File: src/rtl/de2_issue_queue.sv
// de2_issue_queue: in-order issue buffer between Decode2 and the execute units.
// A circular FIFO of {unit, payload} entries. The head is presented to its one
// target unit and is released when that unit is ready. Head-of-line stalls are
// counted in a saturating counter. The FIFO is emptied by a pipeline flush.
module de2_issue_queue #(
  parameter int DEPTH     = 4,
  parameter int PAYLOAD_W = 64,
  parameter int CNT_W     = $clog2(DEPTH + 1)
) (
  input  logic                 iClk,
  input  logic                 iRst,
  input  logic                 iFlush,
  input  logic                 iDe2Valid,
  input  logic [3:0]           iDe2Unit,
  input  logic [PAYLOAD_W-1:0] iDe2Payload,
  output logic                 oDe2Ready,
  input  logic [3:0]           iExReady,
  output logic [3:0]           oExValid,
  output logic [PAYLOAD_W-1:0] oExPayload,
  output logic [CNT_W-1:0]     oCount,
  output logic                 oIllegalUnit,
  output logic [15:0]          oStallCycles
);

  localparam int PTR_W = $clog2(DEPTH);
  localparam int ENT_W = PAYLOAD_W + 4;
  localparam logic [CNT_W-1:0] DEPTH_C = CNT_W'(DEPTH);
  localparam logic [PTR_W-1:0] PTR_ONE = PTR_W'(1);
  localparam logic [CNT_W-1:0] CNT_ONE = CNT_W'(1);

  logic [PTR_W-1:0] wr_ptr_q, wr_ptr_d;
  logic [PTR_W-1:0] rd_ptr_q, rd_ptr_d;
  logic [CNT_W-1:0] count_q, count_d;
  logic             illegal_q, illegal_d;
  logic [15:0]      stall_q, stall_d;

  // Entry storage. It is not reset: count and the pointers decide which slots are live.
  logic [ENT_W-1:0] entry_q [DEPTH];

  logic             not_empty;
  logic             push_try;
  logic             push;
  logic             pop;
  logic             handshake;
  logic [ENT_W-1:0] head;

  assign not_empty = (count_q != '0);

  // Readiness depends on registered occupancy only. A pop in the same cycle
  // therefore cannot make room for a push in that cycle.
  assign oDe2Ready = (count_q < DEPTH_C);

  assign push_try = iDe2Valid & oDe2Ready & ~iFlush;
  assign push     = push_try & $onehot(iDe2Unit);

  assign head       = entry_q[rd_ptr_q];
  assign oExValid   = not_empty ? head[ENT_W-1 -: 4] : 4'b0;
  assign oExPayload = not_empty ? head[PAYLOAD_W-1:0] : '0;

  // oExValid is one-hot or zero, so only the head unit's ready bit can matter.
  assign handshake = |(oExValid & iExReady);
  assign pop       = handshake & ~iFlush;

  assign oCount       = count_q;
  assign oIllegalUnit = illegal_q;
  assign oStallCycles = stall_q;

  // Next-state logic. Flush overrides push and pop.
  always_comb begin
    wr_ptr_d  = wr_ptr_q;
    rd_ptr_d  = rd_ptr_q;
    count_d   = count_q;
    illegal_d = push_try & ~$onehot(iDe2Unit);
    stall_d   = stall_q;

    if (iFlush) begin
      wr_ptr_d = '0;
      rd_ptr_d = '0;
      count_d  = '0;
    end else begin
      if (push) wr_ptr_d = wr_ptr_q + PTR_ONE;
      if (pop)  rd_ptr_d = rd_ptr_q + PTR_ONE;
      case ({push, pop})
        2'b10:   count_d = count_q + CNT_ONE;
        2'b01:   count_d = count_q - CNT_ONE;
        default: count_d = count_q;
      endcase
    end

    // A stall is a cycle with an occupied head that is not taken. The counter saturates.
    if (not_empty && !handshake && !iFlush && (stall_q != 16'hFFFF))
      stall_d = stall_q + 16'd1;
  end

  // Control state register. Reset discards all entries at once.
  always_ff @(posedge iClk or posedge iRst) begin
    if (iRst) begin
      wr_ptr_q  <= '0;
      rd_ptr_q  <= '0;
      count_q   <= '0;
      illegal_q <= 1'b0;
      stall_q   <= 16'd0;
    end else begin
      wr_ptr_q  <= wr_ptr_d;
      rd_ptr_q  <= rd_ptr_d;
      count_q   <= count_d;
      illegal_q <= illegal_d;
      stall_q   <= stall_d;
    end
  end

  // Write an accepted entry into the tail slot.
  always_ff @(posedge iClk) begin
    if (push) entry_q[wr_ptr_q] <= {iDe2Unit, iDe2Payload};
  end

endmodule

File: config.mk
export PLATFORM = sky130hd
export DESIGN_NAME = de2_issue_queue
export DESIGN_NICKNAME = d
export VERILOG_FILES = /design/src/rtl/de2_issue_queue.sv
export SDC_FILE = /design/constraint.sdc
export NUM_CORES = 1
export LEC_CHECK = 0
export CAP_MARGIN = 20
export CORE_MARGIN = 4
export CORE_UTILIZATION = 45
export CTS_CLUSTER_DIAMETER = 80
export CTS_CLUSTER_SIZE = 14
export DETAILED_ROUTE_END_ITERATION = 8
export HOLD_SLACK_MARGIN = 0.03
export PLACE_DENSITY = 0.68
export SLEW_MARGIN = 25
export SYNTH_ARGS = -nofsm -noshare
export SYNTH_HDL_FRONTEND = slang
export SYNTH_SLANG_ARGS = --single-unit
export TNS_END_PERCENT = 50
File: constraint.sdc
create_clock -name iClk -period 7.6 [get_ports iClk]
set_clock_uncertainty 0.05 [all_clocks]
set_input_delay 0.76 -clock iClk [delete_from_list [all_inputs] [get_ports iClk]]
set_output_delay 0.76 -clock iClk [all_outputs]
set_load 0.01 [all_outputs]
Yosys cells after proc, flatten, opt, wreduce, memory -nomap -nowiden. Memories as Yosys holds them, arrays and structs flattened. Cells that the tools add are included. Widths: inputs -> output; s select.

RAM bits: 272. Latch bits: 0. Memories kept: 1. Register bits: 24. Bits in read-only memories: 0. Input bits: 76. Word-level logic and storage cells: 47.

Equality and inequality tests: 4. Shifts and indexed selects: 0. Bitwise logic cells: 8. Div/mod/pow operators: 0. Mux-type cells: 10. $mul: 0. Add/sub/neg operators: 8. Reductions and logical operators: 10. $lt $le $gt $ge: 1.

Memory list: entry_q (depth 4, width 68, rd ports 1, clocked after Yosys merged registers in 0, write ports 1, line 38) `logic [ENT_W-1:0] entry_q [DEPTH];`.

Operator list (number): $mux 64 (1); $add 16x1->16 const B (1); $ne 16x16->1 const B (1); $mux 2 (4); $pmux 3 s2 (1); $reduce_bool 3->1 (2); $and 1x1->1 (5); $add 1x1->2 (2); $add 2x1->2 const B (2); $and 4x4->4 (1); $mux 4 (1); $reduce_bool 2->1 (2); $reduce_or 4->1 (1); $add 2x2->3 (1); $add 3x1->3 const B (1); $eq 3x1->1 const B (1); $logic_and 1x1->1 (3); $lt 3x3->1 const B (1); $mux 3 (1); $sub 3x1->3 const B (1); $eq 2x1->1 const B (1); $eq 2x2->1 const B (1); $logic_not 1->1 (2); $mux 1 (2); $not 1->1 (2).

Longest topological paths before layout.
Depth after elaboration: 8. Gate-level depth with buffers: 12. Mapped depth without buffers: 12.

Worst setup path before layout. No wires, ideal clock.

Kind: input -> register. From: input iDe2Unit[0]. To: memory entry_q[0][0] (netlist name), enable pin. Cell stages on the path: 8. Required time: 7.117 ns. Arrival time: 4.163 ns. Path buffers: 1. Setup slack: 2.954 ns. Cell sequence: inv_1 fa_1 inv_1 ha_1 ha_1 nor4b_4 clkbuf_1 and2_1.

Cells in the longest elaborated chain, start to end: 6.

Ends and longest elaborated chain: from (decl) (line 14) `input logic [3:0] iDe2Unit,`; $add 1x1->2 (implied by the code) (line 54) `assign push = push_try & $onehot(iDe2Unit);`; $add 2x2->3 (implied by the code) (line 54); $eq 3x1->1 (line 54); $and 1x1->1 (line 54); $mux 1 (line 114) `if (push) entry_q[wr_ptr_q] <= {iDe2Unit, iDe2Payload};`; $mux 1 (implied by the code) (line 114); to (decl) (line 38).

Every way passes these cells.

Worst setup path after layout.
From: register rd_ptr_q[0]. To: output oExValid[3].

Cells in the longest elaborated chain, start to end: 2.

Ends and longest elaborated chain: from (decl) (line 32) `logic [PTR_W-1:0] rd_ptr_q, rd_ptr_d;`; from (signal assigned) (line 105) `rd_ptr_q <= rd_ptr_d;`; $mem_v2 4x68; $mux 4 (line 57) `assign oExValid = not_empty ? head[ENT_W-1 -: 4] : 4'b0;`; to (decl) (line 18) `output logic [3:0] oExValid,`.

Every way passes these cells.

==> results.py <==
metrics = {
    "die": {
        "io_pins": 165,
        "die_y_um": 169,
        "start_util_pct": 46.1,
        "die_area_sq_um": 28600,
        "row_count": 58,
        "core_sq_um": 25300,
        "die_x_um": 169,
    },
    "timing": {
        "slew_headroom_pct": 31.8,
        "finalSetupViolCount": 0,
        "grt_setup_unrepaired": "no",
        "tightest_slew_ns": 1.02,
        "hold_ws_ns": 0.451,
        "hold_viol_final": 0,
        "final.setup.tns_ns": 0,
        "clock.fmax_mhz": 236,
        "drv_slew": 0,
        "period_share_pct": 55.8,
        "finalCriticalPeriod_ns": 4.24,
        "setup_ws_ns": 3.36,
    },
    "final_layout": {
        "final_common_cell": "edfxtp_1",
        "final_cell_mix": "edfxtp_1 (272), clkdlybuf4s50_1 (164), and2_1 (71)",
        "num_antenna_cells": 0,
        "fin_cells": 1088,
        "finalNetCount": 825,
        "final_area_sq_um": 14400,
        "layout-drive-gt1-share_pct": 14.9,
        "final_core_util_pct": 57.0,
        "syn_to_final_growth_pct": 23.6,
    },
    "pwr": {
        "power_mw": 4.02,
        "power.leakage_nw": 4.60,
        "powerDensity_nw_per_um2": 279,
        "ir_drop_mv": 0.139,
    },
    "global_route": {
        "antenna_found_initial": 1,
        "grt.overflow.total": 0,
        "grt_pass1_vias": 6019,
        "grt_max_degree": 70,
        "grt.total_usage_pct": 15.2,
        "grt_pass1_wl_um": 34000,
    },
    "worst_setup_path": {
        "crit_fanout": 37,
        "critPathMaxStageDelay_ns": 0.91,
        "cp-start-kind": "register",
        "arrival_ns": 3.43,
        "crit_buf_inv": 2,
        "critPathCaptureType": "primary output",
        "cp_cell_sequence": "buf_4, mux4_2, and2_1, clkdlybuf4s50_1",
        "required_ns": 6.79,
        "crit_family": "buffers and inverters",
        "crit_type": "reg -> out",
        "crit_slowest_cell": "dfrtp_4",
    },
    "placed_design": {
        "placed_area_sq_um": 13600,
        "gp_congestion": 0.755,
        "pre_cts_slack_ns": 2.93,
        "hpwl_um": 13300,
        "dp_cells": 1039,
        "portBuffers": 164,
    },
    "clock_network": {
        "insertion_delay_ns": 0.51,
        "cts-root-buf": "clkbuf_16",
        "cts_resized": 0,
        "clock_sinks": 296,
        "clk_pin_slew_worst_paths_ns": 0.06,
        "h-tree-depth": 1,
        "cts_setup_buffers": 0,
        "numCtsBuffers": 25,
        "cts_tree": "built",
        "cts_hold_buf": 0,
        "clockBufferDepth": 3,
    },
    "drt": {
        "drc": 0,
        "drtIter0Drc": 318,
        "ant_nets": 0,
        "routed_wl_um": 22300,
        "via_per_inst": 5.32,
        "routedWlPerCell_um": 20.5,
        "dr.pass1.iters": 5,
        "vias": 5792,
    },
    "logic_synthesis": {
        "ys_ff_latch": 296,
        "yosysWarnings": 0,
        "avgSynthCellArea_sq_um": 20.4,
        "syn-instance-count": 571,
        "ys_seq_area_share_pct": 75.2,
        "synth.distinct_cells": 40,
        "mappedNetlistNets": 656,
        "netlist_area_sq_um": 11700,
    },
    "run_status": {
        "outcome": "complete, no violations",
    },
    "job": {
        "maxCapViolCount": 0,
    },
    "worst_hold_path": {
        "worstHoldPathType": "reg -> reg",
    },
}
==> synthesized netlist by cell type <==
cell type	instances	area share, %
a211oi_1	1	0.064
a21oi_1	2	0.086
a22oi_2	2	0.21
a31oi_1	1	0.054
and2_1	75	4.0
and3_1	5	0.27
and4_1	1	0.075
buf_1	4	0.13
buf_2	5	0.21
buf_6	3	0.29
clkbuf_1	16	0.51
dfrtp_1	24	5.1
edfxtp_1	272	70
fa_1	2	0.34
ha_1	7	0.75
inv_1	13	0.42
mux2_1	1	0.097
mux2_2	1	0.097
mux4_2	68	13
nand2_1	5	0.16
nand2_2	1	0.054
nand2b_1	1	0.054
nand3_1	10	0.43
nand3b_1	2	0.13
nand4_1	6	0.32
nand4_2	1	0.11
nand4b_1	1	0.075
nor2_1	5	0.16
nor2b_1	1	0.054
nor3_1	7	0.30
nor3b_1	1	0.064
nor4_1	1	0.054
nor4b_4	1	0.20
o21ai_1	1	0.043
o221ai_1	1	0.075
o31ai_1	1	0.064
or3_1	2	0.11
or3b_1	1	0.075
xnor2_1	18	1.4
xnor3_1	1	0.19
==> final timing paths <==
| check | slack (ns) | startpoint | to | cells after the start |
|---|---|---|---|---|
| setup reg to reg | 3.61 | rd_ptr_q[0]$_DFFE_PP0P_ | oCount[1]$_DFFE_PP0P_ | 9 |
| hold reg to reg | 0.45 | oStallCycles[11]$_DFFE_PP0P_ | oStallCycles[11]$_DFFE_PP0P_ | 1 |
| max in group asynchronous | 6.44 | iRst | rd_ptr_q[0]$_DFFE_PP0P_ | 2 |
| hold / removal | 0.45 | oStallCycles[11]$_DFFE_PP0P_ | oStallCycles[11]$_DFFE_PP0P_ | 1 |
| min in group asynchronous | 0.58 | iRst | oStallCycles[12]$_DFFE_PP0P_ | 2 |
| setup / recovery | 3.36 | rd_ptr_q[0]$_DFFE_PP0P_ | oExValid[3] | 4 |
==> cells by family (layout without fill, tap and decap cells) <==
logic type,Yosys count,after routing,share of synthesized area [%]
buffers and inverters,41,228,1.57
AOI/OAI and AO/OA,9,9,0.601
adders and majority gates,9,9,1.09
muxes,70,70,13.3
xor gates and xnor gates,19,19,1.54
DFF,296,296,75.2
and+or+nand+nor,127,127,6.71
==> cell type report <==
cell class                      count  area [sq um]
Fill cell                        1856         10900
Inverter                           13          48.8
Multi-Input combinational cell    234          2730
Sequential cell                   296          8780
Timing Repair Buffer              170          1740
Tap cell                          330           413
Clock inverter                      1          16.3
Clock buffer                       44           697
==> flip-flops by register name, indices dropped and copies added (netlist names) <==
| signal | cells |
|---|---|
| entry_q | 272 |
| oCount | 3 |
| oIllegalUnit | 1 |
| oStallCycles | 16 |
| rd_ptr_q | 2 |
| wr_ptr_q | 2 |
==> routing by layer <==
layer	global-route usage [%]	wire length, um
met3	2.52	1310
met1	21.1	9460
met2	25.8	11100
met5	0	11
met4	3.43	430
==> report_power, final <==
group	total (mW)	leakage (nW)	internal [mW]	switching, mW
Combinational	0.997	1.49	0.566	0.430
Sequential	1.89	2.77	1.82	0.0694
Clock	1.14	0.337	0.620	0.517
(Power assumes the default switching activity.)
